### config.mk
export PLATFORM = sky130hd
export DESIGN_NAME = prio_arb_enc
export DESIGN_NICKNAME = d
export VERILOG_FILES = /design/src/rtl/prio_pkg.sv /design/src/rtl/prio_find_first.sv /design/src/rtl/prio_arb_enc.sv
export SDC_FILE = /design/constraint.sdc
export NUM_CORES = 1
export LEC_CHECK = 0
export BUFFER_PORTS_ARGS = -buffer_cell sky130_fd_sc_hd__buf_2
export CAP_MARGIN = 20
export CORE_MARGIN = 3
export CORE_UTILIZATION = 45
export DETAILED_ROUTE_END_ITERATION = 7
export GPL_TIMING_DRIVEN = 0
export MAX_ROUTING_LAYER = met4
export PLACE_DENSITY = 0.77
export SLEW_MARGIN = 15
export SYNTH_ARGS = -nofsm -noshare
export SYNTH_HDL_FRONTEND = slang
export SYNTH_SLANG_ARGS = --single-unit
### constraint.sdc
create_clock -name clk -period 1.9 [get_ports clk]
set_input_delay 0.38 -clock clk [delete_from_list [all_inputs] [get_ports clk]]
set_output_delay 0.38 -clock clk [all_outputs]
set_load 0.03 [all_outputs]
### src/rtl/prio_pkg.sv
// Shared definitions for the priority encoder/arbiter family.
//   PRIO_FIXED / PRIO_RR : values for the MODE parameter
//   clog2_min1           : index width helper, never returns less than 1
package prio_pkg;

  localparam int unsigned PRIO_FIXED = 0;
  localparam int unsigned PRIO_RR    = 1;

  function automatic int unsigned clog2_min1(input int unsigned n);
    return (n <= 2) ? 1 : $clog2(n);
  endfunction

endpackage

### src/rtl/prio_find_first.sv
// Combinational descending search with wrap-around.
//   req   : request vector
//   start : highest-priority index; search runs start, start-1, ..., 0, N-1, ...
//   found : any request set
//   idx   : index of the first set request encountered
//   oh    : one-hot form of idx (all zero when nothing found)
module prio_find_first #(
  parameter int unsigned N = 16,
  parameter int unsigned W = 4
) (
  input  logic [N-1:0] req,
  input  logic [W-1:0] start,
  output logic         found,
  output logic [W-1:0] idx,
  output logic [N-1:0] oh
);

  logic [N-1:0] rot;
  int unsigned  pos;

  always_comb begin
    // Rotate so that req[start] lands on rot[N-1]; then rot[j] = req[(j+start+1) mod N]
    // and a plain top-down scan of rot gives the wrapped descending order.
    rot   = N'({req, req} >> (32'(start) + 32'd1));
    found = 1'b0;
    idx   = '0;
    pos   = 0;
    for (int unsigned i = 0; i < N; i++) begin
      if (!found && rot[N-1-i]) begin
        found = 1'b1;
        pos   = (N - 1 - i) + 32'(start) + 1;
        if (pos >= N) pos = pos - N;
        idx   = W'(pos);
      end
    end
    oh = found ? (N'(1) << idx) : '0;
  end

endmodule

### src/rtl/prio_arb_enc.sv
// Registered N-input priority encoder / arbiter with valid/ready output.
//   clk, rst_n : clock, asynchronous active-low reset
//   req        : level-sensitive request vector
//   ei         : enable input; 0 blocks new selections
//   out_ready  : consumer accepts the current output
//   out_valid  : y/grant hold a valid selection
//   y          : binary index of the granted request
//   grant      : one-hot grant
//   gs         : group select, equal to out_valid
//   eo         : combinational ei & ~|req, enables the next lower stage
// MODE selects fixed priority (index N-1 highest) or round-robin.
module prio_arb_enc
  import prio_pkg::*;
#(
  parameter int unsigned N    = 16,
  parameter int unsigned W    = clog2_min1(N),
  parameter int unsigned MODE = PRIO_FIXED
) (
  input  logic         clk,
  input  logic         rst_n,
  input  logic [N-1:0] req,
  input  logic         ei,
  input  logic         out_ready,
  output logic         out_valid,
  output logic [W-1:0] y,
  output logic [N-1:0] grant,
  output logic         gs,
  output logic         eo
);

  logic [W-1:0] start;
  logic         sel_found;
  logic [W-1:0] sel_idx;
  logic [N-1:0] sel_oh;
  logic         load;

  prio_find_first #(
    .N (N),
    .W (W)
  ) u_find (
    .req   (req),
    .start (start),
    .found (sel_found),
    .idx   (sel_idx),
    .oh    (sel_oh)
  );

  assign load = ei & sel_found & (~out_valid | out_ready);
  assign eo   = ei & ~(|req);
  assign gs   = out_valid;

  if (MODE == PRIO_RR) begin : g_rr
    logic [W-1:0] ptr;

    // After granting k, k becomes lowest priority: search restarts just below it.
    always_ff @(posedge clk or negedge rst_n) begin
      if (!rst_n) begin
        ptr <= W'(N - 1);
      end else if (load) begin
        ptr <= (sel_idx == '0) ? W'(N - 1) : sel_idx - 1'b1;
      end
    end

    assign start = ptr;
  end else begin : g_fixed
    assign start = W'(N - 1);
  end

  always_ff @(posedge clk or negedge rst_n) begin
    if (!rst_n) begin
      out_valid <= 1'b0;
      y         <= '0;
      grant     <= '0;
    end else if (load) begin
      out_valid <= 1'b1;
      y         <= sel_idx;
      grant     <= sel_oh;
    end else if (out_ready) begin
      out_valid <= 1'b0;
    end
  end

endmodule

# == Word-level counts from Yosys, hierarchy flattened ==
# Cells that the tools add are included.
# classes
n_shift,1
mux,35
bitwise,6
n_reduce_logical,32
# ops
op,count
two-way mux 4 bit,16
two-way mux 1 bit,18
two-way mux 16 bit,1
OR reduction 16 bit,1
"<< shifter 1 x 4 -> 16 bit, first input constant",1
logical AND 1 bit,15
zero test 1 bit,15
bitwise AND 1 bit,3
NOT 1 bit,2
nonzero test 2 bit,1
bitwise OR 1 bit,1
# word_totals
register_bits,21
inputBits,20
out_inout_bits,23

# == Logic depth before layout (Yosys ltp) ==
# Gate-level depths: netlist (run 1).
# depth
depth_word,49
ltp_mapped,6
mapped_depth_nobuf,5

# == By module ==
# Synthesis (run 1) repeated with hierarchy kept, for this count alone.
# hier_totals
cells_unflattened,398
area_unflattened_um2,3598.5
# modules_own_cells
mod,instances,cells_per_inst,area_per_inst_um2
prio_find_first,1,342,2751.4
prio_arb_enc,1,56,847.1

# == Least setup slack after synthesis (run 1) ==
# OpenSTA, ideal clock, no wires.
# synth_path
kind,input-to-reg
startpoint,input req[7]
endpoint,register grant[10]
arrival_ns,1.961
required_ns,1.779
slack_ns,-0.182
stages,5
n_path_buf,0
path_cell_list,or4_4 -> or3_1 -> a21o_1 -> a211o_1 -> a22o_1
# synth_between
elab_chain_len,25
# synth_lines
element,line_no,text
from (decl),prio_arb_enc.sv:21,"input logic [N-1:0] req,"
logical AND 1 bit *,prio_find_first.sv:29,if (!found && rot[N-1-i]) begin
two-way mux 1 bit,prio_find_first.sv:29,
zero test 1 bit,prio_find_first.sv:29,
logical AND 1 bit,prio_find_first.sv:29,
two-way mux 1 bit,prio_find_first.sv:29,
zero test 1 bit,prio_find_first.sv:29,
logical AND 1 bit,prio_find_first.sv:29,
two-way mux 1 bit,prio_find_first.sv:29,
[... 9 more ...],-,
zero test 1 bit,prio_find_first.sv:29,
logical AND 1 bit,prio_find_first.sv:29,
two-way mux 1 bit,prio_find_first.sv:29,
zero test 1 bit,prio_find_first.sv:29,
logical AND 1 bit,prio_find_first.sv:29,
two-way mux 4 bit / two-way mux 1 bit (equally long branches),prio_find_first.sv:29,
<< shifter 1 x 4 -> 16 bit / bitwise AND 1 bit (equally long branches),"prio_find_first.sv:36, prio_arb_enc.sv:48",
two-way mux 16 bit / bitwise AND 1 bit (equally long branches),"prio_find_first.sv:36, prio_arb_enc.sv:48",
to (signal assigned),prio_arb_enc.sv:77,grant <= sel_oh;
to (decl),prio_arb_enc.sv:26,"output logic [N-1:0] grant,"
# Every way passes the cells marked *; elsewhere a longest branch is shown, timed or not.
# A chain may end at the register's enable or synchronous reset.

# == Worst setup path after layout (run 1) ==
# layout_path
startpoint,input req[7]
endpoint,register grant[6]
# The elaborated chain is that of the path after synthesis.

==> summary.md, run 1 <==
The run finished, with violations left. The final reports fail on negative setup slack. In the synthesized netlist the dominant register cell turns out to be sky130_fd_sc_hd__dfrtp_1. The number of different library cells used by synthesis comes to 32. During synthesis, Yosys emitted a total of 0 warnings. For the via count of the first global-routing pass, the log shows 1076. The count of final hold-check violations was 0; the count of flip-flops with a built-in enable after synthesis was 0. TritonCTS built the clock tree. Number of rows created at floorplan: 16. The total power density per cell area was 637 mW/mm²; the width of the die was 54.6 µm.

The initial cell density of the core was 0.505; the cell leakage power was 0.703 nW. For the remaining antenna violation count after routing, the log shows 0. The top cell type's share of synthesized area is 0.495, and the first-pass GRT wire length is 5000 µm.

The tools report the reported max-cap violation count as 0. The run gives 2190 µm as the HPWL after detailed placement. The critical path goes through buf_6 -> or4_4 -> or3_4 -> a21o_1 -> a211o_1 -> a22o_1.

The run gives 2.10 ns as the required time at the worst-slack endpoint. The worst setup path is captured at a flip-flop. The logs give 0.00146 mm² for the area of all placed cells without fillers and 0 for the max-slew violation total from the final report. Derived from the worst setup path, the maximum achievable clock frequency is 0.509 GHz. The async set-or-reset flop fraction in the synthesized netlist was 1.00; the routed via count was 1126. After the first detailed-routing iteration, the DRC count stood at 59. The share of final-layout standard cells stronger than drive strength 1 was 0.393; the area inside the core boundary was 0.00210 mm².

For the final database, setup skew stands at 0.00578 ns. Among cell families on the critical path, the largest total delay comes from simple AND/OR/NAND/NOR gates. Routability-driven placement finished with a final weighted congestion of 0.943. The count of buffer and inverter cells on the critical path was 1. The worst setup path is launched from an input port. At the later pin of the worst-skew pair, clock insertion delay measures 0.31 ns. Commonest non-fill, non-tap cell in the layout: sky130_fd_sc_hd__buf_2. The number of clock buffers inserted by TritonCTS is 3.

Adding up every negative setup slack in the final design gives -0.174 ns. Measured in cells, the most critical reg-to-reg path has a length of 5. The H-tree depth was 1; the net count of the finished layout was 184. 43 I/O pins were placed. For this run, the slowest stage of the critical path takes 0.55 ns. Ranked by total cell area, the synthesized netlist is headed by sky130_fd_sc_hd__dfrtp_1, sky130_fd_sc_hd__nand2_1, sky130_fd_sc_hd__a22o_1, sky130_fd_sc_hd__nor4_1, sky130_fd_sc_hd__o21ai_0. The count of buffers added on input and output ports is 42.

The synthesized netlist net count is 132. The floorplan step set the die height to 54.6 µm. CTS saw 21 sinks. The critical-path maximum fanout works out to 5.

For this design, the slowest cell found on the critical path is sky130_fd_sc_hd__or4_4. The sum of overflow across all layers after global routing is 0, and the post-synthesis instance total is 112. For this run, design rule violations remaining after detail routing come to 0. After clock tree synthesis, the clock-pin slew on the worst setup and hold paths is 0.12 ns. The cell accounting for the most synthesized area was sky130_fd_sc_hd__dfrtp_1.

For this design, the CTS-stage hold fixing added 0 buffers. The floorplan step defined a die boundary enclosing 0.00298 mm². The worst slew margin relative to its limit is 0.517, and the mean area per synthesized cell is 9.48 µm². All-layer global routing usage: 0.243. Setup repair after global routing could not meet its margin everywhere. The detailed-routing iteration count for the pre-antenna-repair pass was 4; the flip-flop and latch count after synthesis was 21.

The worst-case IR drop observed on VDD is 0.431 mV. The count of fill cells added during filler insertion came out at 180. The slew at the pin closest to its max-slew limit is 0.719 ns. After detailed routing, the total wire length is 3050 µm. The run gives 0 as the initial antenna violation count.

The kind of path behind the tightest hold check is in -> async. The total number of cells along the worst setup path is 6, and the arrival time at the worst endpoint is 2.17 ns. The cell sitting at the root of the clock tree is a sky130_fd_sc_hd__clkbuf_4. The minimum clock period was 1.97 ns. Compared with the post-synthesis result, the final layout area differs by 37.1%. The minimum setup slack in the final design is -0.0661 ns, and the maximum number of pins on one net before global-route repair is 22. The tools report the total inserted antenna cells as 0.

For the number of buffers on the longest clock path, the log shows 2. The library cells used most frequently in the layout, excluding fill and tap cells, are sky130_fd_sc_hd__buf_2, sky130_fd_sc_hd__dfrtp_1, sky130_fd_sc_hd__nand2_1. The mapped netlist covers 0.00106 mm².

Setup violations remaining at the end of the flow were counted as 5. The period utilization is 1.03. In the routed layout, each cell is associated on average with a via count of 5.93. Total cell area at the placement stage: 0.00131 mm².

The critical path is of the in -> reg type. After detailed routing, the average wire length per cell comes to 16.0 µm. The share of the yosys chip area belonging to registers came out at 0.495.
==> per-stage QoR <==
step	setup slack (ns)	hold WS [ns]	cells	util	power, mW
2_1_floorplan	-0.125	0.0844	112	-	0.609
3_3_place_gp	-0.495	0.345	181	0.621	0.690
3_5_place_dp	-0.528	0.356	181	0.621	0.695
4_1_cts	-0.00406	0.00639	188	0.668	0.931
5_1_grt	-0.0915	0.0167	190	0.693	0.977
6_report	-0.0661	0.00214	190	0.693	0.928
==> final timing paths <==
check	startpoint	end	slack (ns)
max in group asynchronous	rst_n	y[3]$_DFFE_PN0P_	1.58
max reg2reg	gs$_DFFE_PN0P_	grant[7]$_DFFE_PN0P_	0.40
max	req[7]	grant[6]$_DFFE_PN0P_	-0.07
min	rst_n	grant[1]$_DFFE_PN0P_	0.002
min reg2reg	grant[4]$_DFFE_PN0P_	grant[4]$_DFFE_PN0P_	0.49
min in group clk	ei	gs$_DFFE_PN0P_	0.31
==> logic make-up (layout without fill, tap and decap cells) <==
group / Yosys count / count (layout) / synth area share
AOI/OAI and AO/OA: 27 / 27 / 0.188
and+or+nand+nor: 59 / 59 / 0.289
muxes: 1 / 1 / 0.0106
DFF: 21 / 21 / 0.495
buffers and inverters: 4 / 55 / 0.0177
==> report_power, final <==
| part | switching (mW) | total (mW) | internal (mW) |
|---|---|---|---|
| sequential | 0.0133 | 0.484 | 0.471 |
| combinational | 0.150 | 0.226 | 0.0756 |
| clock | 0.139 | 0.218 | 0.0785 |
==> cell type report <==
cell class	instances	area, µm²	share of cell area
inverters	1	3.75	0.00258
multi-input cells	87	586	0.402
flip-flops and latches	21	526	0.361
plain buffers	3	17.5	0.0120
well taps	27	33.8	0.0232
clock buffers	3	22.5	0.0155
clock inverters	1	5.00	0.00344
repair buffers	47	263	0.180
==> what timing repair did <==
| action | 4_1_cts | 5_1_grt |
|---|---|---|
| buffers inserted | 3 | 2 |
| endpoints found under the setup margin | 14 | 20 |
| hold endpoints to repair | 0 | 0 |
| cloned | 0 | 0 |
| pin swaps | 2 | 4 |
| resized for setup | 7 | 13 |
==> Yosys cell counts, drive strengths merged, types with 2 or more instances <==
library cell  count
nor2b             2
a22o              8
nor4              6
o31ai             4
and3              2
nor3              5
nand3             4
nor3b             2
dfrtp            21
or3               2
or4               4
nand2            20
o21ai             8
clkbuf            2
a211oi            2
nor2              8
==> state kept, by name, summed over array words and instances (netlist names) <==
register and count:
y 4, grant 16, gs 1
==> metal layers <==
layer / vias to the layer above / GRT usage / wire [µm]
met4: 0 / 0.0996 / 53
met1: 516 / 0.332 / 1240
met3: 10 / 0.0436 / 305
li1: 529 / - / -
met5: - / - / 0
met2: 71 / 0.354 / 1450
Note: power is estimated with default switching activity, not from simulation.
==> run 2: changes to the inputs <==
ABC_AREA = 1   (was unset)
CORE_UTILIZATION = 48   (was 45)
PLACE_DENSITY = 0.8   (was 0.77)
==> run 2 against run 1 <==
Against the previous run: the run now ends clean; critical path depth grew 2; synthesized cell count grew 21%; first-iteration DRC count shrank 46%; routed wire length shrank 15%; critical endpoint is now eo; global-route usage shrank 4.5 points; via count shrank 4.7%; clock power shrank 4%; utilization shrank 4.9 points; die area grew 0.92%; hold slack gained 0.0061 ns; clock-buffer cell count is the same; critical path type is now in -> out.
==> summary.md, run 2 <==
The run finished with clean final reports. The flip-flop count of the largest register, all copies and words added is 16 (unchanged), and the share of final-layout standard cells stronger than drive strength 1 is 0.391 (-0.00133). Leaving out fill and tap cells, the most frequent cell in the layout is sky130_fd_sc_hd__buf_2. The run gives 1.52 ns (-0.58 ns) as the required time at the worst-slack endpoint. The most repeated library cell on the critical path was sky130_fd_sc_hd__nor2_4. The netlist area before placement is 0.00114 mm² (+7.8%), and the number of clock buffers inserted by TritonCTS is 3 (unchanged). The count of unique library cells instantiated by Yosys is 24 (-25%). Latest clock arrival within the worst-skew pair: 0.30 ns (about the same).

The busiest metal layer after global routing was met2. The I/O pin total came out at 43 (unchanged). Setup repair after global routing left no endpoint under its margin. The critical path is of the in -> out type. The cell accounting for the most synthesized area was sky130_fd_sc_hd__dfrtp_1. Remaining routing DRC violations: 0 (unchanged). In the layout the commonest cells are sky130_fd_sc_hd__buf_2, sky130_fd_sc_hd__nand2_1, sky130_fd_sc_hd__dfrtp_1.

The flip-flop and latch count after synthesis was 21 (unchanged); the top achievable clock speed was 0.544 GHz (+7.0%). The count of fill cells added during filler insertion is 195 (+8.3%), and the detailed-route vias per instance is 5.06 (-15%). Yosys attributes the largest share of cell area to sky130_fd_sc_hd__dfrtp_1, sky130_fd_sc_hd__nand2_1, sky130_fd_sc_hd__o21ai_2, sky130_fd_sc_hd__inv_1, sky130_fd_sc_hd__nor2_1. The tools report the wire length reported by the detailed router as 2600 µm (-15%). The run gives 136 (+21%) as the post-synthesis instance total. The remaining antenna violation count after routing is 0 (unchanged).

The sum of overflow across all layers after global routing is 0 (unchanged). The tools report the register-to-register setup slack as 0.71 ns (+0.31 ns). The initial cell density of the core was 0.513 (+0.00725).

The number of buffer cells added on primary ports is 42 (unchanged), and the synthesized netlist net count is 156 (+18%). The routability-driven placement congestion ratio is 0.804 (-15%), and the met2 track demand over resource in global routing is 0.343 (-0.0118). The signal on the critical path passes through buf_2 -> nor2_4 -> nand2_4 -> nor2_8 -> nand3_4 -> nor2_4 -> and3_1 -> buf_4.

The root buffer cell chosen for the clock tree is sky130_fd_sc_hd__clkbuf_4. The period utilization was 0.967 (-0.0678). The run gives 526 µm² (unchanged) as the sequential cell area in the final layout. The depth of the most critical reg-to-reg path is 6 (+1).

The delay of the slowest cell on the worst path is 0.18 ns (-0.37 ns), and the count of warnings emitted by yosys is 0 (unchanged). The starting DRC count in detailed routing was 32 (-46%); the clock edge transition at the registers on the reported setup and hold paths was 0.12 ns (about the same). The maximum VDD drop came out at 0.383 mV (-11%). The kind of path behind the tightest hold check was in -> async. The run gives 4210 µm (-16%) as the first-pass GRT wire length. The critical path startpoint category was an input port. The run gives 2 (unchanged) as the number of buffers on the longest clock path. The clock sink count came out at 21 (unchanged). TritonCTS built the clock tree. The async set-or-reset flop fraction in the synthesized netlist works out to 1.00 (unchanged). The hold buffer count at cts came out at 0 (unchanged).

The slew at the pin closest to its max-slew limit is 0.449 ns (-0.270 ns), and the area inside the core boundary is 0.00223 mm² (+6.2%). The tools report the all-layer global routing usage as 0.198 (-0.0450). By count the netlist is led by sky130_fd_sc_hd__nand2_1, sky130_fd_sc_hd__dfrtp_1, sky130_fd_sc_hd__inv_1, sky130_fd_sc_hd__nor2_1, sky130_fd_sc_hd__o21ai_2. The routed via count was 1073 (-4.7%); the arrival time at the worst endpoint was 1.46 ns (-0.71 ns). Maximum number of pins on one net before global-route repair: 22 (unchanged).

The mean area per synthesized cell is 8.42 µm² (-11%). The total inserted antenna cells was 0 (unchanged). The logs give 0 (unchanged) for the count of final hold-check violations and 2030 µm (-7.2%) for the HPWL after detailed placement. The run gives 17 (+1) as the number of rows created at floorplan. The share of the yosys chip area belonging to registers came out at 0.459 (-0.0357). The startpoint identified for the worst register-to-register timing path is gs$_DFFE_PN0P_.

Total power density per cell area: 620 mW/mm² (-2.6%). The width of the die works out to 54.8 µm (+0.46%). Detailed-routing iteration count for the pre-antenna-repair pass: 4 (unchanged). The slowest stage of the critical path belongs to the cell sky130_fd_sc_hd__nor2_4.

The max-slew violation total from the final report is 0 (unchanged). The initial antenna violation count came out at 0 (unchanged). Die boundary height: 54.8 µm (+0.46%). The cell leakage power is 0.808 nW (+15%), and the setup violation total in the final timing report is 0 (-5). The worst hold slack was 0.00822 ns (+0.00609 ns); the net count of the finished layout was 205 (+11%). The largest clock skew in the final design came out at 0.00316 ns (-0.00262 ns). The H-tree depth was 1 (unchanged). The worst slew margin relative to its limit is 0.700 (+0.184), and the top cell type's share of synthesized area is 0.459 (-0.0357). The worst register-to-register path ends at grant[8]$_DFFE_PN0P_.

For the area of all placed cells without fillers, the log shows 0.00144 mm² (-1.3%). The most used flip-flop cell after synthesis is sky130_fd_sc_hd__dfrtp_1. The critical-path maximum fanout was 6 (+1); the signed area change from the synthesized netlist to the final layout was 25.6%.

The minimum clock period was 1.84 ns (-0.129 ns). Via count of the first global-routing pass: 1019 (-5.3%). The die outline area is 0.00301 mm² (+0.92%), and the total cell area at the placement stage is 0.00139 mm² (+6.4%). Most common cell in the synthesized netlist: sky130_fd_sc_hd__nand2_1. The total area of multi-input combinational cells is 509 µm² (-13%).

The met1 track demand over resource was 0.232 (-0.100). The average wire length per cell after detail routing is 12.3 µm (-24%), and the met3 routing resource usage after global routing is 0.0272 (-0.0163). The register with the most flip-flops in the final layout is grant. The tools report the capturing element type of the critical path as an output port. Utilization after layout: 0.644 (-0.0492).

The count of flip-flops with a built-in enable after synthesis is 0 (unchanged), and the reported max-cap violation count is 0 (unchanged).
[run 2: changes by cell type after synthesis, sizes merged, moves of 4 or more]
cell | before | now
a22o | 8 | 0
buf | 1 | 5
inv | 1 | 18
nand2 | 20 | 38
nand4 | 1 | 7
nor2 | 8 | 16
nor4 | 6 | 0
o21ai | 8 | 18
or4 | 4 | 0
[run 2: logic make-up (layout without fill, tap and decap cells)]
group | Yosys count | count (layout) | synth area share
buffers and inverters | 23 | 71 | 0.0984
AOI/OAI and AO/OA | 21 | 21 | 0.130
DFF | 21 | 21 | 0.459
and+or+nand+nor | 71 | 71 | 0.313
[run 2: routing by layer]
| metal | routed length (µm) | vias up |
|---|---|---|
| met5 | 0 | - |
| met4 | 14 | 0 |
| met3 | 117 | 2 |
| met2 | 1400 | 26 |
| met1 | 1070 | 506 |
| li1 | - | 539 |
[run 2: metrics by stage]
step / worst slack (ns) / power (mW) / setup TNS (ns) / instances
finish: 0.0628 / 0.892 / 0 / 212
global route: 0.0106 / 0.942 / 0 / 212
CTS: 0.00809 / 0.901 / 0 / 210
detailed placement: -0.0260 / 0.690 / -0.0260 / 206
global placement: 0.0376 / 0.684 / 0 / 206
floorplan: 0.217 / 0.610 / 0 / 136
[run 2: critical path: cells and delay by family]
family        cells  cell delay, ns
simple gates      6            0.79
buf+inv           2            0.29
[run 2: area by class of cell]
cell class	instances	share of cell area
plain buffers	5	0.0313
clock buffers	3	0.0157
clock inverters	1	0.00348
inverters	18	0.0470
multi-input cells	92	0.354
flip-flops and latches	21	0.366
well taps	28	0.0244
repair buffers	44	0.158
[run 2: power breakdown]
group | switching (mW) | total [mW] | internal [mW] | leakage [nW]
clock network | 0.132 | 0.210 | 0.0783 | 0.0177
registers | 0.0112 | 0.479 | 0.468 | 0.275
logic | 0.139 | 0.203 | 0.0637 | 0.516
total | 0.282 | 0.892 | 0.610 | 0.808
[run 2: what timing repair did]
| action | 4_1_cts | 5_1_grt |
|---|---|---|
| pin swaps | 0 | 1 |
| endpoints found under the setup margin | 1 | 1 |
| buffers inserted | 0 | 2 |
| resized for setup | 1 | 1 |
[run 2: worst max path at each step]
| stage | startpoint | to |
|---|---|---|
| finish | req[14] | eo |
| global route | req[14] | eo |
| CTS | req[14] | eo |
| detailed placement | req[14] | eo |
| global placement | req[14] | eo |
| floorplan | req[6] | eo |
==> run 3: changes to the inputs <==
CORE_UTILIZATION = 51   (was 48)
PLACE_DENSITY = 0.84   (was 0.8)
clock period = 2.4 ns   (was 1.9 ns; I/O delays follow)
==> run 3 against run 2 <==
Against the previous run: utilization grew 5.0 points; flip-flop and latch count unchanged; first-iteration DRC count down 63%; largest power group unchanged.
==> summary.md, run 3 (synthesis gave the netlist of run 2 again) <==
The run gives 0.224 (-0.003) as the portion of total power attributed to combinational logic. The critical-path maximum fanout was 4 (-2); the count of buffer and inverter cells on the critical path was 3 (+1). The tools report the top achievable clock speed as 0.476 GHz. Non-filler instance count after layout: 209 (-1.4%). The area inside the core boundary is 0.00204 mm² (-8.6%). The via count of the first global-routing pass was 997 (-2.2%). The total negative slack for setup checks was 0 ns (unchanged); the wire length reported by the detailed router was 2670 µm (+2.5%). The all-layer global routing usage was 0.216 (+0.0179). The switching power total was 233 µW (-17%).

The die boundary height was 53.4 µm (-2.7%). The first-pass GRT wire length came out at 4370 µm (+3.8%). Start-to-end type of the worst setup path: in -> out. Detailed-routing iteration count for the pre-antenna-repair pass: 4 (unchanged).

The share of total power in the clock network was 0.246 (+0.010). STA classifies the critical path startpoint as an input port. The capturing element type of the critical path is an output port.

The worst hold slack was 0.0930 ns (+0.0848 ns). The initial cell density of the core was 0.561 (+0.0481). The flip-flop count of the largest register, all copies and words added was 16 (unchanged); the period utilization was 0.875. The routed via count was 1075 (+0.19%); the H-tree depth was 1 (unchanged). The initial antenna violation count is 0 (unchanged).

Max-slew violation total from the final report: 0 (unchanged). The run gives 0 (unchanged) as the count of final hold-check violations. The logs give 0 (unchanged) for the hold buffer count at cts and 0.00285 mm² (-5.2%) for the die outline area. The maximum number of pins on one net before global-route repair was 22 (unchanged); the worst slew margin relative to its limit was 0.698 (-0.00250). The depth of the most critical reg-to-reg path is 6 (unchanged), and the total number of cells along the worst setup path is 8 (unchanged). The HPWL after detailed placement was 2160 µm (+6.3%). The number of buffer cells added on primary ports is 42 (unchanged).

The largest clock skew in the final design came out at 0.00400 ns (+0.000836 ns). The delay of the slowest cell on the worst path was 0.31 ns (+0.13 ns); the count of placed standard cells including taps was 205 (-0.49%). The run gives 0 (unchanged) as the reported max-cap violation count. The logs give 1.92 ns (+0.40 ns) for the required time at the worst-slack endpoint and 0 (unchanged) for the remaining routing DRC violations. Arrival time at the worst endpoint: 1.62 ns (+0.16 ns). The kind of path behind the tightest hold check is in -> async. Clock tree synthesis selected as its root buffer the cell sky130_fd_sc_hd__clkbuf_4. The clock sink count is 21 (unchanged), and the cell leakage power is 0.798 nW (-1.3%). The total design power was 716 µW (-20%); the post-CTS setup buffer count was 0 (unchanged). The minimum clock period came out at 2.10 ns.

The library cells used most frequently in the layout, excluding fill and tap cells, are sky130_fd_sc_hd__buf_2, sky130_fd_sc_hd__nand2_1, sky130_fd_sc_hd__dfrtp_1. Walking the worst path, the cells encountered are buf_2 -> inv_1 -> nand2_1 -> nor2_1 -> nand3_4 -> nor2_4 -> and3_1 -> buf_2. The fraction of power spent switching nets was 0.325 (+0.00905); the number of rows created at floorplan was 16 (-1). The share of final-layout standard cells stronger than drive strength 1 was 0.379 (-0.0122); the net count of the finished layout was 203 (-0.98%).

For the number of clock buffers inserted by TritonCTS, the log shows 3 (unchanged). The commonest non-fill, non-tap cell in the layout is sky130_fd_sc_hd__buf_2. The area growth from synthesis to layout is 23.7%. Remaining antenna violation count after routing: 0 (unchanged).

The flow ran to the end, and the final reports show no timing, DRC or antenna violations. The total inserted antenna cells was 0 (unchanged). Among the stages of the critical path, the cell type that occurs most often is sky130_fd_sc_hd__buf_2. The slew at the pin closest to its max-slew limit was 0.453 ns (+0.00376 ns).

Grouping stages by cell kind, the critical path spends the most delay in simple AND/OR/NAND/NOR gates. TritonCTS built the clock tree. The setup violation total in the final timing report came out at 0 (unchanged). The total power density per cell area was 505 mW/mm² (-19%); the design internal power was 483 µW (-21%). The slowest stage of the critical path belongs to the cell sky130_fd_sc_hd__nor2_1. The clock edge transition at the registers on the reported setup and hold paths is 0.12 ns (about the same), and the width of the die is 53.4 µm (-2.7%). The largest register by flop count is grant. Setup repair after global routing left no endpoint under its margin. The latest clock arrival within the worst-skew pair came out at 0.31 ns (about the same).

The detailed-route vias per instance is 5.14 (+1.6%). The maximum VDD drop is 0.350 mV (-8.7%), and the starting DRC count in detailed routing is 12 (-63%). For the routability-driven placement congestion ratio, the log shows 0.812 (+0.97%). The fraction of power consumed by sequential logic came out at 0.531 (-0.006).

I/O pin total: 43 (unchanged). The number of buffers on the longest clock path was 2 (unchanged). The sum of overflow across all layers after global routing is 0 (unchanged).

The count of cells resized by post-cts repair was 0 (-1); the average wire length per cell after detail routing was 12.8 µm (+4.0%).
[run 3: cell count changes in the layout (fill, tap and decap cells not counted), sizes merged]
cell  change
buf       -2
[run 3: final cells by class]
type | count | area [µm²]
inverters | 18 | 67.6
plain buffers | 5 | 45.0
clock inverters | 1 | 5.00
multi-input cells | 92 | 507
repair buffers | 42 | 210
flip-flops and latches | 21 | 526
clock buffers | 3 | 22.5
well taps | 27 | 33.8
fillers | 174 | 626
[run 3: through the flow]
step,util,setup WS [ns],instance area [µm²]
2_1_floorplan,-,0.517,1140
3_3_place_gp,0.680,0.337,1390
3_5_place_dp,0.680,0.309,1390
4_1_cts,0.694,0.306,1420
5_1_grt,0.694,0.178,1420
6_report,0.694,0.300,1420
[run 3: per-layer routing]
| layer | global-route usage | up-vias | routed length, µm |
|---|---|---|---|
| met3 | 0.0254 | 5 | 116 |
| li1 | - | 534 | - |
| met1 | 0.246 | 507 | 1080 |
| met2 | 0.386 | 29 | 1420 |
| met4 | 0.0766 | 0 | 42 |
| met5 | - | - | 0 |
[run 3: final timing paths]
path,from,endpoint,slack [ns]
min reg2reg,grant[5]$_DFFE_PN0P_,grant[5]$_DFFE_PN0P_,0.49
max in group asynchronous,rst_n,grant[7]$_DFFE_PN0P_,1.99
min in group clk,req[13],grant[13]$_DFFE_PN0P_,0.44
max reg2reg,gs$_DFFE_PN0P_,grant[9]$_DFFE_PN0P_,1.20
max,req[6],eo,0.30
min,rst_n,y[0]$_DFFE_PN0P_,0.09
[run 3: power by group through the flow]
stage               Clock [mW]  Combinational [mW]  Sequential, mW
floorplan                    0              0.0633           0.420
global placement             0               0.156           0.385
detailed placement           0               0.161           0.387
CTS                      0.179               0.161           0.380
global route             0.187               0.174           0.382
finish                   0.176               0.160           0.380
